===== config.mk =====
export PLATFORM = sky130hd
export DESIGN_NAME = sw_ctrl
export DESIGN_NICKNAME = d
export VERILOG_FILES = /design/src/rtl/sw_ctrl.sv
export SDC_FILE = /design/constraint.sdc
export NUM_CORES = 1
export LEC_CHECK = 0
export ABC_AREA = 1
export BUFFER_PORTS_ARGS = -buffer_cell sky130_fd_sc_hd__clkbuf_2
export CAP_MARGIN = 20
export CORE_ASPECT_RATIO = 0.5
export CORE_MARGIN = 4
export CORE_UTILIZATION = 41
export DETAILED_ROUTE_END_ITERATION = 10
export PLACE_DENSITY_LB_ADDON = 0.25
export SYNTH_ARGS = -nofsm -noshare
export SYNTH_HDL_FRONTEND = slang
export SYNTH_SLANG_ARGS = --single-unit

===== constraint.sdc =====
create_clock -name clk -period 1.7 [get_ports clk]
set_clock_uncertainty 0.15 [all_clocks]
set_input_delay 0.34 -clock clk [delete_from_list [all_inputs] [get_ports clk]]
set_output_delay 0.34 -clock clk [all_outputs]
set_load 0.01 [all_outputs]

===== src/rtl/sw_ctrl.sv =====
// -----------------------------------------------------------------------------
// sw_ctrl -- stopwatch control FSM.
//
// Turns four debounced pushbutton levels into single-cycle press events,
// sequences the centisecond counter through IDLE / RUN / PAUSE, arbitrates the
// lap register file between record (write) and recall (read), and drives the
// status LEDs.
//
// Parameters
//   CLK_DIV : clk cycles per counter tick (>= 2)
//   NREGS   : number of implemented lap registers (<= 16)
//
// Ports
//   clk, rst_n          : clock, asynchronous active-low reset
//   start_stop          : button level, rising edge = start/stop press
//   pause_resume        : button level, rising edge = pause/resume press
//   record_recall       : button level, rising edge = record/recall press
//   recall_mode         : button level, rising edge = toggle record/recall mode
//   reg_address[3:0]    : lap register address from the switches
//   cnt_full            : datapath counter is at its maximum
//   cnt_tick            : one-cycle counter increment pulse
//   cnt_clr             : one-cycle counter clear pulse (first cycle of RUN)
//   wr_en, wr_addr[3:0] : one-cycle lap write strobe and its address
//   rd_addr[3:0]        : latched lap read address
//   sel_recall          : 1 = display lap register at rd_addr, 0 = live count
//   reg_exceed          : combinational, reg_address >= NREGS
//   started_LED, paused_LED, write_LED, mode_LED : status LEDs
// -----------------------------------------------------------------------------
module sw_ctrl #(
  parameter int CLK_DIV = 500000,
  parameter int NREGS   = 10
) (
  input  logic       clk,
  input  logic       rst_n,
  input  logic       start_stop,
  input  logic       pause_resume,
  input  logic       record_recall,
  input  logic       recall_mode,
  input  logic [3:0] reg_address,
  input  logic       cnt_full,
  output logic       cnt_tick,
  output logic       cnt_clr,
  output logic       wr_en,
  output logic [3:0] wr_addr,
  output logic [3:0] rd_addr,
  output logic       sel_recall,
  output logic       reg_exceed,
  output logic       started_LED,
  output logic       paused_LED,
  output logic       write_LED,
  output logic       mode_LED
);

  localparam int             PW        = (CLK_DIV > 2) ? $clog2(CLK_DIV) : 1;
  localparam logic [PW-1:0]  PRESC_MAX = PW'(CLK_DIV - 1);
  localparam logic [4:0]     NREGS_W   = 5'(NREGS);

  typedef enum logic [1:0] {IDLE, RUN, PAUSE} state_t;
  typedef enum logic [2:0] {ACT_NONE, ACT_START, ACT_PAUSE, ACT_RECORD, ACT_MODE} act_t;

  // Button bit order: 0 start, 1 pause, 2 record, 3 mode.
  logic [3:0]    smp;
  logic [3:0]    hist;
  logic [3:0]    press;
  act_t          act;
  logic          run_ctl;
  state_t        state;
  logic [PW-1:0] presc;
  logic          mode;

  assign press      = smp & ~hist;
  assign reg_exceed = ({1'b0, reg_address} >= NREGS_W);
  assign mode_LED   = mode;

  // Pick the single highest-priority press; the rest are dropped this cycle.
  // NOTE: every variable in always_comb gets a default first, so no path can
  // leave it unassigned and infer a latch.
  always_comb begin
    act = ACT_NONE;
    if      (press[0]) act = ACT_START;
    else if (press[1]) act = ACT_PAUSE;
    else if (press[2]) act = ACT_RECORD;
    else if (press[3]) act = ACT_MODE;
  end

  // A start/pause press that actually changes the run state; only these clear
  // the recall selection and the write flag. Pause in IDLE, or resume while the
  // counter is saturated, is ignored.
  always_comb begin
    run_ctl = 1'b0;
    if (act == ACT_START)
      run_ctl = 1'b1;
    else if (act == ACT_PAUSE)
      run_ctl = (state == RUN) || (state == PAUSE && !cnt_full);
  end

  // NOTE: sequential state uses non-blocking assignments only, so every
  // register samples the pre-edge values regardless of statement order.
  always_ff @(posedge clk or negedge rst_n) begin
    if (!rst_n) begin
      // Reset to 1 so a button held through reset is not seen as a press.
      smp         <= 4'hF;
      hist        <= 4'hF;
      state       <= IDLE;
      presc       <= '0;
      mode        <= 1'b0;
      cnt_tick    <= 1'b0;
      cnt_clr     <= 1'b0;
      wr_en       <= 1'b0;
      wr_addr     <= '0;
      rd_addr     <= '0;
      sel_recall  <= 1'b0;
      started_LED <= 1'b0;
      paused_LED  <= 1'b0;
      write_LED   <= 1'b0;
    end else begin
      smp  <= {recall_mode, record_recall, pause_resume, start_stop};
      hist <= smp;

      // Strobes default low so each is exactly one cycle wide.
      cnt_tick <= 1'b0;
      cnt_clr  <= 1'b0;
      wr_en    <= 1'b0;

      unique case (state)
        IDLE: begin
          if (act == ACT_START) begin
            state       <= RUN;
            started_LED <= 1'b1;
            paused_LED  <= 1'b0;
            cnt_clr     <= 1'b1;
            presc       <= '0;
          end
        end
        RUN: begin
          // Prescaler is frozen on any exit edge so a paused run keeps its
          // partial tick and a saturated counter sees no extra tick.
          if (act == ACT_START) begin
            state       <= IDLE;
            started_LED <= 1'b0;
            paused_LED  <= 1'b0;
          end else if (cnt_full || act == ACT_PAUSE) begin
            state      <= PAUSE;
            paused_LED <= 1'b1;
          end else if (presc == PRESC_MAX) begin
            presc    <= '0;
            cnt_tick <= 1'b1;
          end else begin
            presc <= presc + PW'(1);
          end
        end
        PAUSE: begin
          if (act == ACT_START) begin
            state       <= IDLE;
            started_LED <= 1'b0;
            paused_LED  <= 1'b0;
          end else if (act == ACT_PAUSE && !cnt_full) begin
            state      <= RUN;
            paused_LED <= 1'b0;
          end
        end
        default: begin
          state       <= IDLE;
          started_LED <= 1'b0;
          paused_LED  <= 1'b0;
        end
      endcase

      if (run_ctl) begin
        sel_recall <= 1'b0;
        write_LED  <= 1'b0;
      end

      if (act == ACT_RECORD && !reg_exceed) begin
        if (!mode) begin
          wr_en     <= 1'b1;
          wr_addr   <= reg_address;
          write_LED <= 1'b1;
        end else begin
          rd_addr    <= reg_address;
          sel_recall <= 1'b1;
        end
      end

      if (act == ACT_MODE) begin
        mode       <= ~mode;
        sel_recall <= 1'b0;
        write_LED  <= 1'b0;
      end
    end
  end

endmodule


==> flow_summary.json <==
{
  "ff2ff_path_depth": 11,
  "stdcell_count": 450,
  "grt_pass1_vias": 2318,
  "cpPeakStageDelay_ns": 0.38,
  "ys_seq_area_share_pct": 46.6,
  "yosys-top-cells-area": "dfrtp_1, nand2_1, dfstp_2",
  "end_kind": "flip-flop",
  "cp-start-kind": "flip-flop",
  "worstSetupPathType": "reg -> reg",
  "fmaxAchievable_ghz": 0.553,
  "core_area_um2": 5610,
  "layout_commonest_cell": "nand2_1",
  "io_buffers": 27,
  "area.sequential_um2": 1140,
  "syn2layout_area_growth_pct": 32.6,
  "fin_ws_ns": -0.110,
  "rr_endpoint": "presc[3]",
  "drtIter0Drc": 102,
  "drv_slew": 0,
  "syn_inst": 302,
  "holdPathEnd": "rd_addr[0]",
  "synth_edf_count": 0,
  "nets": 392,
  "setup_viol": 26,
  "fin_hold_ws_ns": 0.147,
  "clk_latency_ns": 0.30,
  "routedWlPerCell_um": 14.0,
  "diodes": 0,
  "fillers": 483,
  "worst_slew_pin_slew_ns": 0.497,
  "async_flop_share_pct": 100,
  "dpl.hpwl_mm": 4.42,
  "die_area_um2": 7320,
  "rsz0062_at_grt": "yes",
  "synth_top_area_share_pct": 38.0,
  "r2r_start": "state[1]",
  "mostFrequentLayoutCells": "nand2_1, inv_1, dfrtp_1, buf_4, nor2_1",
  "hp-class": "in -> reg",
  "drive_gt1_share_pct": 34.0,
  "violations": "setup timing",
  "antenna_found_initial": 0,
  "rrSetupSlack_ns": -0.11,
  "synth.ff_latch_count": 45,
  "grt_remaining_overflow": 0,
  "cp.required_ns": 1.78,
  "ys.warnings.count": 0,
  "wl_mm": 6.30,
  "synth_flop_cell": "dfrtp_1",
  "cap_violations": 0,
  "ctsRootBufferMaster": "clkbuf_16",
  "multi_input_area_um2": 1190,
  "first_pass_iters": 5,
  "postRouteAntennaNets": 0,
  "synthesis.nets": 318,
  "vias": 2270,
  "grt_max_degree": 28,
  "syn_area_per_cell_um2": 8.07,
  "leakagePower_uw": 0.00155,
  "numCtsBuffers": 5,
  "synth_area_um2": 2440,
  "crit_fanout": 6,
  "ys_types": 32,
  "p_per_area_nw_per_um2": 1280,
  "fin_crit_ns": 1.81,
  "hold_viol": 0,
  "cts.sinks": 45,
  "vdd_ir_drop_max_v": 0.000734,
  "clk_pin_slew_ns": 0.06,
  "outcome": "complete, but fails checks",
  "synth_top_cell_by_area": "dfrtp_1",
  "drc": 0,
  "cp_common_cell": "nand2_1",
  "critPathSlowestCell": "dfrtp_1",
  "min_period_over_period_pct": 106,
  "grt_use_total_pct": 18.8,
  "io_pins": 28,
  "clockBufferDepth": 2,
  "die_w_um": 117,
  "max_slew_margin_pct": 66.8,
  "dp_cells": 427,
  "start_util_pct": 43.5,
  "worstPathCellList": "inv_2 -> ha_4 -> inv_4 -> nor2_4 -> nand2_4 -> a21oi_4 -> buf_6 -> nand2_2 -> nand2_1 -> nand2_1 -> nor2_1",
  "cts.htree.levels": 2,
  "num_rows": 19,
  "dp_slack_ns": -0.127,
  "gp_congestion": 0.923,
  "hold_depth": 3,
  "cts_tree": "built",
  "die_h_um": 62.5,
  "min_from": "reg_address[0]",
  "via_per_inst": 5.04,
  "worstPathArrival_ns": 1.89,
  "grt_pass1_wl_mm": 10.7
}
## power breakdown
part | switching [uW] | internal (uW)
sequential | 120 | 1270
combinational | 985 | 798
clock | 427 | 548
total | 1530 | 2610
## synth_stat cells, drive strengths merged (2+ instances only)
| master | n |
|---|---|
| nor3b | 2 |
| nor2 | 44 |
| xor2 | 2 |
| nor4 | 2 |
| dfstp | 8 |
| nor3 | 3 |
| nand3 | 17 |
| nand4 | 19 |
| o21bai | 3 |
| inv | 45 |
| nand2 | 74 |
| o21ai | 25 |
| dfrtp | 37 |
| buf | 4 |
| a21oi | 8 |
| ha | 5 |
## worst max-delay path: cells and delay by family, from the launching register on
kind	cells	cell delay (ns)
AND/OR/NAND/NOR	6	0.48
adder cells (fa/ha/maj)	1	0.15
AO/OA/AOI/OAI	1	0.27
flip-flops	1	0.38
buffers and inverters	3	0.31
## cell type report
type                       instances  share of cell area [%]
clock buffer                       6                    3.98
clock inverter                     2                   0.503
inverter                          45                    5.30
multi-input combinational        208                    36.8
sequential                        45                    35.2
tap                               73                    2.82
timing repair buffer              71                    15.5
## what timing repair did
action	in CTS	in global routing
buffers inserted	4	4
pin swaps	2	6
hold endpoints to repair	14	0
endpoints found under the setup margin	24	32
hold buffers	5	0
gates cloned	1	1
resized for setup	11	23
## metal layers
metal | vias up | GRT usage, % | share of wire, %
li1 | 1132 | - | -
met1 | 1051 | 24.4 | 43
met2 | 75 | 28.8 | 47
met3 | 12 | 6.77 | 7.1
met4 | 0 | 7.01 | 2.6
met5 | - | 0 | 0
## through the flow
stage               TNS, ns  util (%)  area [um2]  total power [uW]
floorplan                 0         -        2440              2190
global placement     -0.255      51.1        2870              2770
detailed placement    -1.15      51.1        2870              2810
CTS                  -0.706      56.0        3140              4000
global route          -4.53      57.6        3230              4420
finish                -1.44      57.6        3230              4150
## cells by family after synthesis
family | after synthesis | share of synthesized area, %
fa+ha+maj | 5 | 2.57
simple gates | 161 | 32.1
flops | 45 | 46.6
compound gates | 40 | 9.95
buf+inv | 49 | 8.06
xor+xnor | 2 | 0.718
## sequential cells by signal, summed over array words and instances (netlist names)
register / count
smp: 4
state: 2
hist: 4
started_LED: 1
paused_LED: 1
wr_addr: 4
write_LED: 1
rd_addr: 4
cnt_clr: 1
wr_en: 1
presc: 19
cnt_tick: 1
sel_recall: 1
mode_LED: 1
## worst max path at each step
stage | from | endpoint | slack (ns) | depth (start not counted)
2_1_floorplan | state[1] | presc[17] | 0.02 | 10
3_3_place_gp | state[1] | presc[8] | -0.05 | 10
3_5_place_dp | state[1] | presc[8] | -0.13 | 10
4_1_cts | hist[0] | wr_addr[2] | -0.06 | 6
5_1_grt | state[1] | presc[13] | -0.21 | 10
6_report | state[1] | presc[3] | -0.11 | 11
(Power assumes the default switching activity.)
